[config.mk]
export PLATFORM = sky130hd
export DESIGN_NAME = gray_counter_param
export DESIGN_NICKNAME = d
export VERILOG_FILES = /design/src/rtl/gray_counter_param.sv
export SDC_FILE = /design/constraint.sdc
export NUM_CORES = 1
export LEC_CHECK = 0
export ABC_AREA = 1
export BUFFER_PORTS_ARGS = -buffer_cell sky130_fd_sc_hd__buf_2
export CAP_MARGIN = 10
export CORE_MARGIN = 2
export CORE_UTILIZATION = 50
export DETAILED_ROUTE_END_ITERATION = 10
export PLACE_DENSITY_LB_ADDON = 0.2
export RECOVER_POWER = 100
export REMOVE_ABC_BUFFERS = 1
export SLEW_MARGIN = 10
export SYNTH_ARGS = -nofsm -noshare
export SYNTH_HDL_FRONTEND = slang
export SYNTH_SLANG_ARGS = --single-unit
[constraint.sdc]
create_clock -name clk -period 1.9 [get_ports clk]
set_input_delay 0.285 -clock clk [delete_from_list [all_inputs] [get_ports clk]]
set_output_delay 0.285 -clock clk [all_outputs]
set_load 0.05 [all_outputs]
[src/rtl/gray_counter_param.sv]
// Parametrised up/down Gray counter with load, wrap/saturate and terminal-count pulse; all outputs registered.
// Optional self-check output gray_err is built only when GRAY_CHECK_EN is defined.
module gray_counter_param #(
  parameter int                 WIDTH     = 5,
  parameter int                 SATURATE  = 0,
  parameter logic [WIDTH-1:0]   INIT_GRAY = '0
) (
  input  logic             clk,
  input  logic             reset,
  input  logic             enable,
  input  logic             up_dn,
  input  logic             load,
  input  logic [WIDTH-1:0] load_gray,
  output logic [WIDTH-1:0] gray_output,
  output logic [WIDTH-1:0] bin_output,
  output logic             tc,
  output logic             sat
`ifdef GRAY_CHECK_EN
  ,
  output logic             gray_err
`endif
);

  function automatic logic [WIDTH-1:0] gray2bin(input logic [WIDTH-1:0] g);
    logic [WIDTH-1:0] b;
    b[WIDTH-1] = g[WIDTH-1];
    for (int i = WIDTH - 2; i >= 0; i--) begin
      b[i] = b[i+1] ^ g[i];
    end
    return b;
  endfunction

  localparam bit               SAT_MODE = (SATURATE != 0);
  localparam logic [WIDTH-1:0] MAX_BIN  = {WIDTH{1'b1}};
  localparam logic [WIDTH-1:0] ZERO     = '0;
  localparam logic [WIDTH-1:0] ONE      = {{(WIDTH-1){1'b0}}, 1'b1};
  localparam logic [WIDTH-1:0] INIT_BIN = gray2bin(INIT_GRAY);

  logic [WIDTH-1:0] bin_q, bin_d;
  logic [WIDTH-1:0] gray_q, gray_d;
  logic             tc_q, tc_d;
  logic             sat_q, sat_d;

  // In saturate mode tc marks arrival at a terminal value, never a hold on it.
  always_comb begin
    bin_d = bin_q;
    tc_d  = 1'b0;
    sat_d = sat_q;
    if (load) begin
      bin_d = gray2bin(load_gray);
      sat_d = SAT_MODE && ((bin_d == MAX_BIN) || (bin_d == ZERO));
    end else if (enable) begin
      if (up_dn) begin
        if (bin_q == MAX_BIN) begin
          if (SAT_MODE) begin
            sat_d = 1'b1;
          end else begin
            bin_d = ZERO;
            tc_d  = 1'b1;
          end
        end else begin
          bin_d = bin_q + ONE;
          tc_d  = SAT_MODE && (bin_d == MAX_BIN);
          sat_d = tc_d;
        end
      end else begin
        if (bin_q == ZERO) begin
          if (SAT_MODE) begin
            sat_d = 1'b1;
          end else begin
            bin_d = MAX_BIN;
            tc_d  = 1'b1;
          end
        end else begin
          bin_d = bin_q - ONE;
          tc_d  = SAT_MODE && (bin_d == ZERO);
          sat_d = tc_d;
        end
      end
    end
    gray_d = bin_d ^ (bin_d >> 1);
  end

  always_ff @(posedge clk or posedge reset) begin
    if (reset) begin
      bin_q  <= INIT_BIN;
      gray_q <= INIT_GRAY;
      tc_q   <= 1'b0;
      sat_q  <= 1'b0;
    end else begin
      bin_q  <= bin_d;
      gray_q <= gray_d;
      tc_q   <= tc_d;
      sat_q  <= sat_d;
    end
  end

  assign gray_output = gray_q;
  assign bin_output  = bin_q;
  assign tc          = tc_q;
  assign sat         = sat_q;

`ifdef GRAY_CHECK_EN
  logic [WIDTH-1:0] prev_q;
  logic             upd_q, sticky_q, err_q;
  logic             multi_bit, rule_viol;

  // upd_q: the value now in gray_q came from a counting edge, not load or reset.
  always_comb begin
    multi_bit = upd_q && ($countones(gray_q ^ prev_q) > 1);
    rule_viol = (!SAT_MODE && sat_q) || (tc_q && (!upd_q || (gray_q == prev_q)));
  end

  always_ff @(posedge clk or posedge reset) begin
    if (reset) begin
      prev_q   <= INIT_GRAY;
      upd_q    <= 1'b0;
      sticky_q <= 1'b0;
      err_q    <= 1'b0;
    end else begin
      prev_q   <= gray_q;
      upd_q    <= enable && !load;
      sticky_q <= sticky_q || rule_viol;
      err_q    <= multi_bit || rule_viol || sticky_q;
    end
  end

  assign gray_err = err_q;
`endif

endmodule

* Word level (Yosys, flattened, before mapping)
Cells that the tools add are included.
Word-level totals: output and inout port bits 12, logic and storage cells 32, register bits 12, bits of input ports 10
Cells by class: add/sub/neg operators 2, multiplexer cells 15, reduce and logical (&&, ||, !) cells 3, bitwise operators 5, eq/ne operators 3
Operators with widths (count):
- $mux W5 | 5
- $mux W1 | 10
- $ne A3 B3 Y1 const B | 2
- $add A5 B1 Y5 const B | 1
- $eq A5 B5 Y1 const B | 1
- $logic_not A5 Y1 | 1
- $sub A5 B1 Y5 const B | 1
- $xor A5 B4 Y5 | 1
- $xor A1 B1 Y1 | 4
- $reduce_and A3 Y1 | 1
- $reduce_bool A2 Y1 | 1

* Longest topological paths before layout
Gate-level depths: netlist (run 1).
depth in word-level cells 6, depth in mapped cells 13, gate-level depth less buffers 13

* Worst setup path after synthesis (run 1)
OpenSTA, ideal clock, no wires.
path type register -> register, start register bin_q[0] (netlist: bin_output[0]), end register gray_q[0] (netlist: gray_output[0]), cell stages (with the launch flop) 12, buffers on the path 0, setup slack -8 ps, required time 1783 ps, arrival time 1790 ps, clock period less this slack 1908 ps, cells stage by stage dfrtp_1 -> ha_1 -> nand2_1 -> nor2_1 -> ha_1 -> nand2_1 -> a21oi_1 -> nand2_1 -> o21ai_1 -> or2_1 -> nand3_1 -> nand2_1
On the way: longest elaborated chain between the ends 6, elaborated cells between the ends (all ways) 10
Ends and longest elaborated chain:
- start, declared | line 39 | logic [WIDTH-1:0] bin_q, bin_d;
- start signal, assigned | line 91 | bin_q <= bin_d;
- $sub A5 B1 Y5 (tied with other cells) | line 75 | bin_d = bin_q - ONE;
- $mux W5, on equally long branches | line 67, 54
- $mux W5 | line 53 | if (up_dn) begin
- $mux W5 (*) | line 52 | end else if (enable) begin
- $mux W5 (*) | line 49 | if (load) begin
- $xor A5 B4 Y5 (*) | line 81 | gray_d = bin_d ^ (bin_d >> 1);
- named net gray_d[0] | line 40 | logic [WIDTH-1:0] gray_q, gray_d;
- end signal, assigned | line 92 | gray_q <= gray_d;
- end, declared | line 40
The timed path passes the listed nets; every way through them passes the cells marked *. A chain may end at the register's enable or synchronous reset.

* Final worst setup path (run 1)
Ends and elaborated chain as after synthesis.

==> run metrics, run 1 <==
CP peak stage delay 0.40 ns; CP max stage cell dfrtp_1; Port Buffers 20; DRT antenna net count 0; WP depth 9; delay-heaviest family, CP simple AND/OR/NAND/NOR gates; Hold Violations, Final 0; DIE WIDTH 44.3 um; Most Frequent Cell on Critical Path nand2_1; Ys Warns 0; simple-gate share of the synthesized area 41.4%; Yosys reg bits 10; worst-margin pin slew 0.597 ns; Worst Reg-to-Reg Cells 9; Clk network pwr share 22.4%; Die Y 44.3 um; nets 157; detailed placement HPWL 1.49 mm; R2R Path End gray_output[0]; number of synthesized flops with an enable pin 0; Worst Setup SP bin_output[0]; endpoint type of the worst setup path flip-flop; Clock Path Buffers 2; initial core utilization 53.4%; Worst-path clk slew 0.07 ns; maximum VDD drop 0.000575 V; Max Fclk 578 MHz; main combinational cell family by area after synthesis simple AND/OR/NAND/NOR gates; Yosys top cell area share 30.8%; post-synth cell types 24; Pins Over Slew Limit 0; most frequent cell after synthesis nand2_1; Syn Inst Count 119; Worst Path Required 2.06 ns; Setup Viol. Count Final 0; io pins 22; status complete, no violations; PostCTS Resize Cnt 0; row count 14; MaxCap Viol Count 0; Primary FF master, synth dfrtp_1; post-route DRC violation count 0; CORE AREA 1520 sq um; Commonest cells post-synth nand2_1, nand3_1, inv_1; synthesized area per cell 6.83 sq um; Comb pwr share 45.6%; dpl ws 0.181 ns; startpoint types flip-flop; P_int 0.000463 W; sequential fraction of the synthesis area 30.8%; GP Congestion 0.897; layout cells sized above 1 18.2%; total gr overflow 0; crit-path max FO 4; Sw Ratio 45.4%; Vias 838; H-tree lvl count 1; gr usage total 20.8%; Sink Count 10; Final Critical Period 1.73 ns; P&R area growth vs syn 16.6%; Synth Cell Area 813 sq um; worst min path class in2reg; final wirelength 1.86 mm; routed vias/inst 5.27; Worst-Skew Late Latency 0.26 ns; antenna violations before repair 0; LEAKAGE 0.519 nW; Slew HR 60.4%; crit path setup slack, layout 0.171 ns; kind of critical path reg2reg; Clock Root Buffer clkbuf_4; xor/xnor share of the synthesized area 3.23%; vias in the first global route 726; CTS tree built; Finished Cell Area 948 sq um; WP data arrival 1.88 ns; largest net degree at the start of global routing 11; first-pass GRT wire length 2.93 mm; Die ar. 1970 sq um; RSZ-0062 raised after global routing no; post-synthesis mux area share 0%; number of fill cells in the layout 169; Placed Area 907 sq um; initial DRC count 23; Worst Setup EP gray_output[0]; drt first pass iters 4; sw power 0.000385 W; CP Cell Sequence clkbuf_1 > inv_1 > ha_1 > nand4_1 > nand2_1 > o21ai_1 > or2_0 > nand3_1 > nand2_1; Post-Synth Adder-Cell Area 4.62%; Fin Setup TNS 0 ns; leading area contributor after synthesis dfrtp_1; part of the power in registers 32.1%; synth top area cells dfrtp_1, nand2_1, nand3_1; CTS buffer count 3; WP buf/inv 2; Async SR Flop Fraction 100%; period utilization 91.0%; reg2reg setup slack 0.17 ns; Compound-Gate Fraction of Synth Area 8.00%; WL/cell 11.7 um; Clock Skew 0.00178 ns; Power per Cell Area 893 nW/um^2; # diodes 0; RR Startpoint bin_output[0]
-- routing by layer --
layer	track usage [%]	up-vias	part of all wire (%)
met4	9.70	0	0.54
met3	6.12	2	5.6
met5	0	-	0
li1	-	431	-
met2	35.3	29	52
met1	23.9	376	42
-- flip-flops by register name, summed over array words and instances, names as in the netlist --
signal and flops:
bin_output 5, gray_output 4, tc 1
-- cell usage in the layout, fill, tap and decap left out --
cell and instances:
nand2_1 34, nand3_1 18, inv_1 15, clkbuf_1 12
dfrtp_1 10, buf_2 9, nor2_1 6, a21oi_1 6
nand2_2 4, inv_2 3, nand3_2 3, ha_1 3
clkbuf_4 3, xor2_1 2, nand4_1 2, or2_0 2
nor2_2 1, nand3b_1 1, o21ai_4 1, o21ai_1 1
xnor2_1 1, o22ai_1 1, o211ai_1 1, conb_1 1
clkbuf_8 1, dlygate4sd3_1 1, buf_4 1
-- power by group through the flow --
stage               registers (W)  logic, W  clock network [W]
floorplan                0.000406  0.000167                  0
global placement         0.000277  0.000380                  0
detailed placement       0.000279  0.000385                  0
CTS                      0.000274  0.000388           0.000195
global route             0.000274  0.000422           0.000208
finish                   0.000272  0.000386           0.000190
-- tightest hold or removal path: cells and delay by family --
family                 cells  cell delay [ns]
buffers and inverters      1             0.14
and+or+nand+nor            1             0.10
AOI/OAI and AO/OA          1             0.05
-- how the worst min path moves through the flow --
stage,from,endpoint,slack (ns),cells after the start
3_3_place_gp,reset,tc,0.26,2
5_1_grt,enable,tc,0.35,3
6_report,enable,tc,0.35,3
3_5_place_dp,reset,tc,0.28,2
2_1_floorplan,reset,bin_output[0],0.13,1
4_1_cts,enable,tc,0.35,3
-- per-stage QoR --
| step | hold slack [ns] | util [%] | power, W | std cells |
|---|---|---|---|---|
| floorplan | 0.125 | - | 0.000573 | 116 |
| global placement | 0.261 | 59.5 | 0.000657 | 152 |
| detailed placement | 0.276 | 59.5 | 0.000664 | 152 |
| CTS | 0.351 | 62.6 | 0.000857 | 157 |
| global route | 0.352 | 62.2 | 0.000904 | 159 |
| finish | 0.354 | 62.2 | 0.000847 | 159 |
-- cell type report --
cell class / count / area, sq um / share of cell area (%)
inverter: 18 / 67.6 / 7.12
multi-input combinational: 88 / 467 / 49.2
clock buffer: 4 / 36.3 / 3.83
tap: 16 / 20.0 / 2.11
timing repair buffer: 23 / 108 / 11.3
sequential: 10 / 250 / 26.4
-- cells by family after synthesis --
logic type	after synthesis
AND/OR/NAND/NOR	71
buffers and inverters	21
AO/OA/AOI/OAI	10
flip-flops	10
XOR/XNOR	3
adder cells (fa/ha/maj)	3
other	1
-- what timing repair did --
action                                  4_1_cts  5_1_grt
endpoints found under the setup margin        0        1
hold buffers                                  1        0
setup buffers                                 0        2
hold endpoints to repair                     10        0
No activity file was read; power rests on OpenSTA's default activity.
==> run 2, diff against run 1 <==
- PLACE_DENSITY: unset -> 0.84
- PLACE_DENSITY_LB_ADDON: 0.2 -> unset
==> run 2 against run 1 <==
Net effect:
- sequential share of layout area grew 0.46 points
- highest routed layer unchanged
- largest cell class unchanged
- clock skew is essentially flat
- critical path depth grew 2
- critical path type unchanged
==> run metrics, run 2 (synthesis gave the netlist of run 1 again) <==
crit path setup slack, layout 0.147 ns (-0.0246 ns); kind of critical path reg2reg; total gr overflow 0 (unchanged); commonest non-fill, non-tap cell in the layout nand2_1; GP Congestion 0.860 (-4.2%); Sink Count 10 (unchanged); worst-margin pin slew 0.604 ns (+0.00710 ns); dpl ws 0.155 ns (-0.0258 ns); H-tree lvl count 1 (unchanged); Finished Cell Area 932 sq um (-1.7%); maximum VDD drop 0.000698 V (+21%); Pins Over Slew Limit 0 (unchanged); Port Buffers 20 (unchanged); Clock Path Buffers 2 (unchanged); routed vias/inst 5.25 (-0.30%); largest net degree at the start of global routing 11 (unchanged); nets 155 (-1.3%); period utilization 92.3% (+1.3 points); postcts setup bufs 0 (unchanged); DRT antenna net count 0 (unchanged); antenna violations before repair 0 (unchanged); initial DRC count 18 (-22%); Power per Cell Area 902 nW/um^2 (+1.0%); Placed Area 907 sq um (unchanged); max reg flops 5 (unchanged); Worst-Skew Late Latency 0.27 ns (about the same); Die Y 44.3 um (unchanged); Fin Setup TNS 0 ns (unchanged); MaxCap Viol Count 0 (unchanged); commonest cells after routing, fill and taps aside nand2_1, nand3_1, inv_1, clkbuf_1, dfrtp_1; # diodes 0 (unchanged); startpoint types flip-flop; hold_sp enable; worst min path class in2reg; detailed placement HPWL 1.49 mm (-0.42%); Worst Path Required 2.07 ns (about the same); post-route DRC violation count 0 (unchanged); RR Startpoint bin_output[0]; status complete, no violations; Worst Setup SP bin_output[0]; LEAKAGE 0.509 nW (-2.0%); WL/cell 11.6 um (-0.74%); Setup Viol. Count Final 0 (unchanged); Die ar. 1970 sq um (unchanged); layout cells sized above 1 17.0% (-1.2 points); Slew HR 59.9% (-0.47 points); gr usage total 21.3% (+0.55 points); P&R area growth vs syn 14.6%; first-pass GRT wire length 3.04 mm (+3.8%); Final Critical Period 1.75 ns (+0.0246 ns); Clock Root Buffer clkbuf_4; Max Fclk 570 MHz (-1.4%); initial core utilization 53.4% (unchanged); RSZ-0062 raised after global routing no; final wirelength 1.83 mm (-2.0%); CTS buffer count 3 (unchanged); CTS tree built; row count 14 (unchanged); vias in the first global route 728 (+0.28%); Hold Violations, Final 0 (unchanged); DIE WIDTH 44.3 um (unchanged); Hold Slack 0.337 ns (-0.0171 ns); Vias 825 (-1.6%); Worst-path clk slew 0.06 ns (about the same); CORE AREA 1520 sq um (unchanged); Clock Skew 0.00184 ns (+0.0000609 ns); crit-path max FO 5 (+1); drt first pass iters 4 (unchanged); endpoint type of the worst setup path flip-flop; io pins 22 (unchanged); WP data arrival 1.92 ns (+0.04 ns)
run 2: metrics by stage:
step | instances | utilization [%] | total power (W)
after global placement | 152 | 59.5 | 0.000656
after floorplan | 116 | - | 0.000573
final | 157 | 61.2 | 0.000841
after global routing | 157 | 61.2 | 0.000896
after CTS | 157 | 62.6 | 0.000862
after detailed placement | 152 | 59.5 | 0.000665
run 2: cell type report:
| cell class | instances | area (sq um) |
|---|---|---|
| tap | 16 | 20.0 |
| multi-input combinational | 88 | 462 |
| clock buffer | 4 | 36.3 |
| sequential | 10 | 250 |
| timing repair buffer | 21 | 96.3 |
| inverter | 18 | 67.6 |
| fill | 151 | 592 |
run 2: path summary, 6_finish.rpt:
kind	to	slack, ns	cells past startpoint
max reg2reg	gray_output[0]	0.15	11
max in group asynchronous	bin_output[0]	1.11	3
max	gray_output[0]	0.15	11
min reg2reg	tc	0.75	3
min in group asynchronous	bin_output[4]	0.53	3
min	tc	0.34	3
run 2: timing repair:
item | 4_1_cts | 5_1_grt
hold buffers | 1 | 0
gates resized for setup | 0 | 1
endpoints found under the hold margin | 10 | 0
endpoints found under the setup margin | 0 | 1
run 2: power breakdown:
group / internal (W) / total (W) / leakage, nW / switching [W]
Combinational: 0.0000940 / 0.000373 / 0.368 / 0.000279
Sequential: 0.000246 / 0.000275 / 0.120 / 0.0000287
Clock: 0.000117 / 0.000193 / 0.0210 / 0.0000760
Total: 0.000457 / 0.000841 / 0.509 / 0.000384
run 2: worst max-delay path, cell delays in order (launching register included):
cell     delay, ns
dfrtp_1       0.43
ha_1          0.22
nand2_1       0.08
nor2_1        0.05
ha_1          0.19
nand2_2       0.08
a21oi_1       0.06
nand2_1       0.07
o21ai_1       0.08
or2_1         0.24
nand3_1       0.09
nand2_1       0.05
run 2: per-layer routing:
layer  share of wire [%]  global-route usage, %
met1                  40                   25.1
met2                  52                   37.6
met3                 6.1                   4.49
met4                 1.7                   8.48
met5                   0                      0
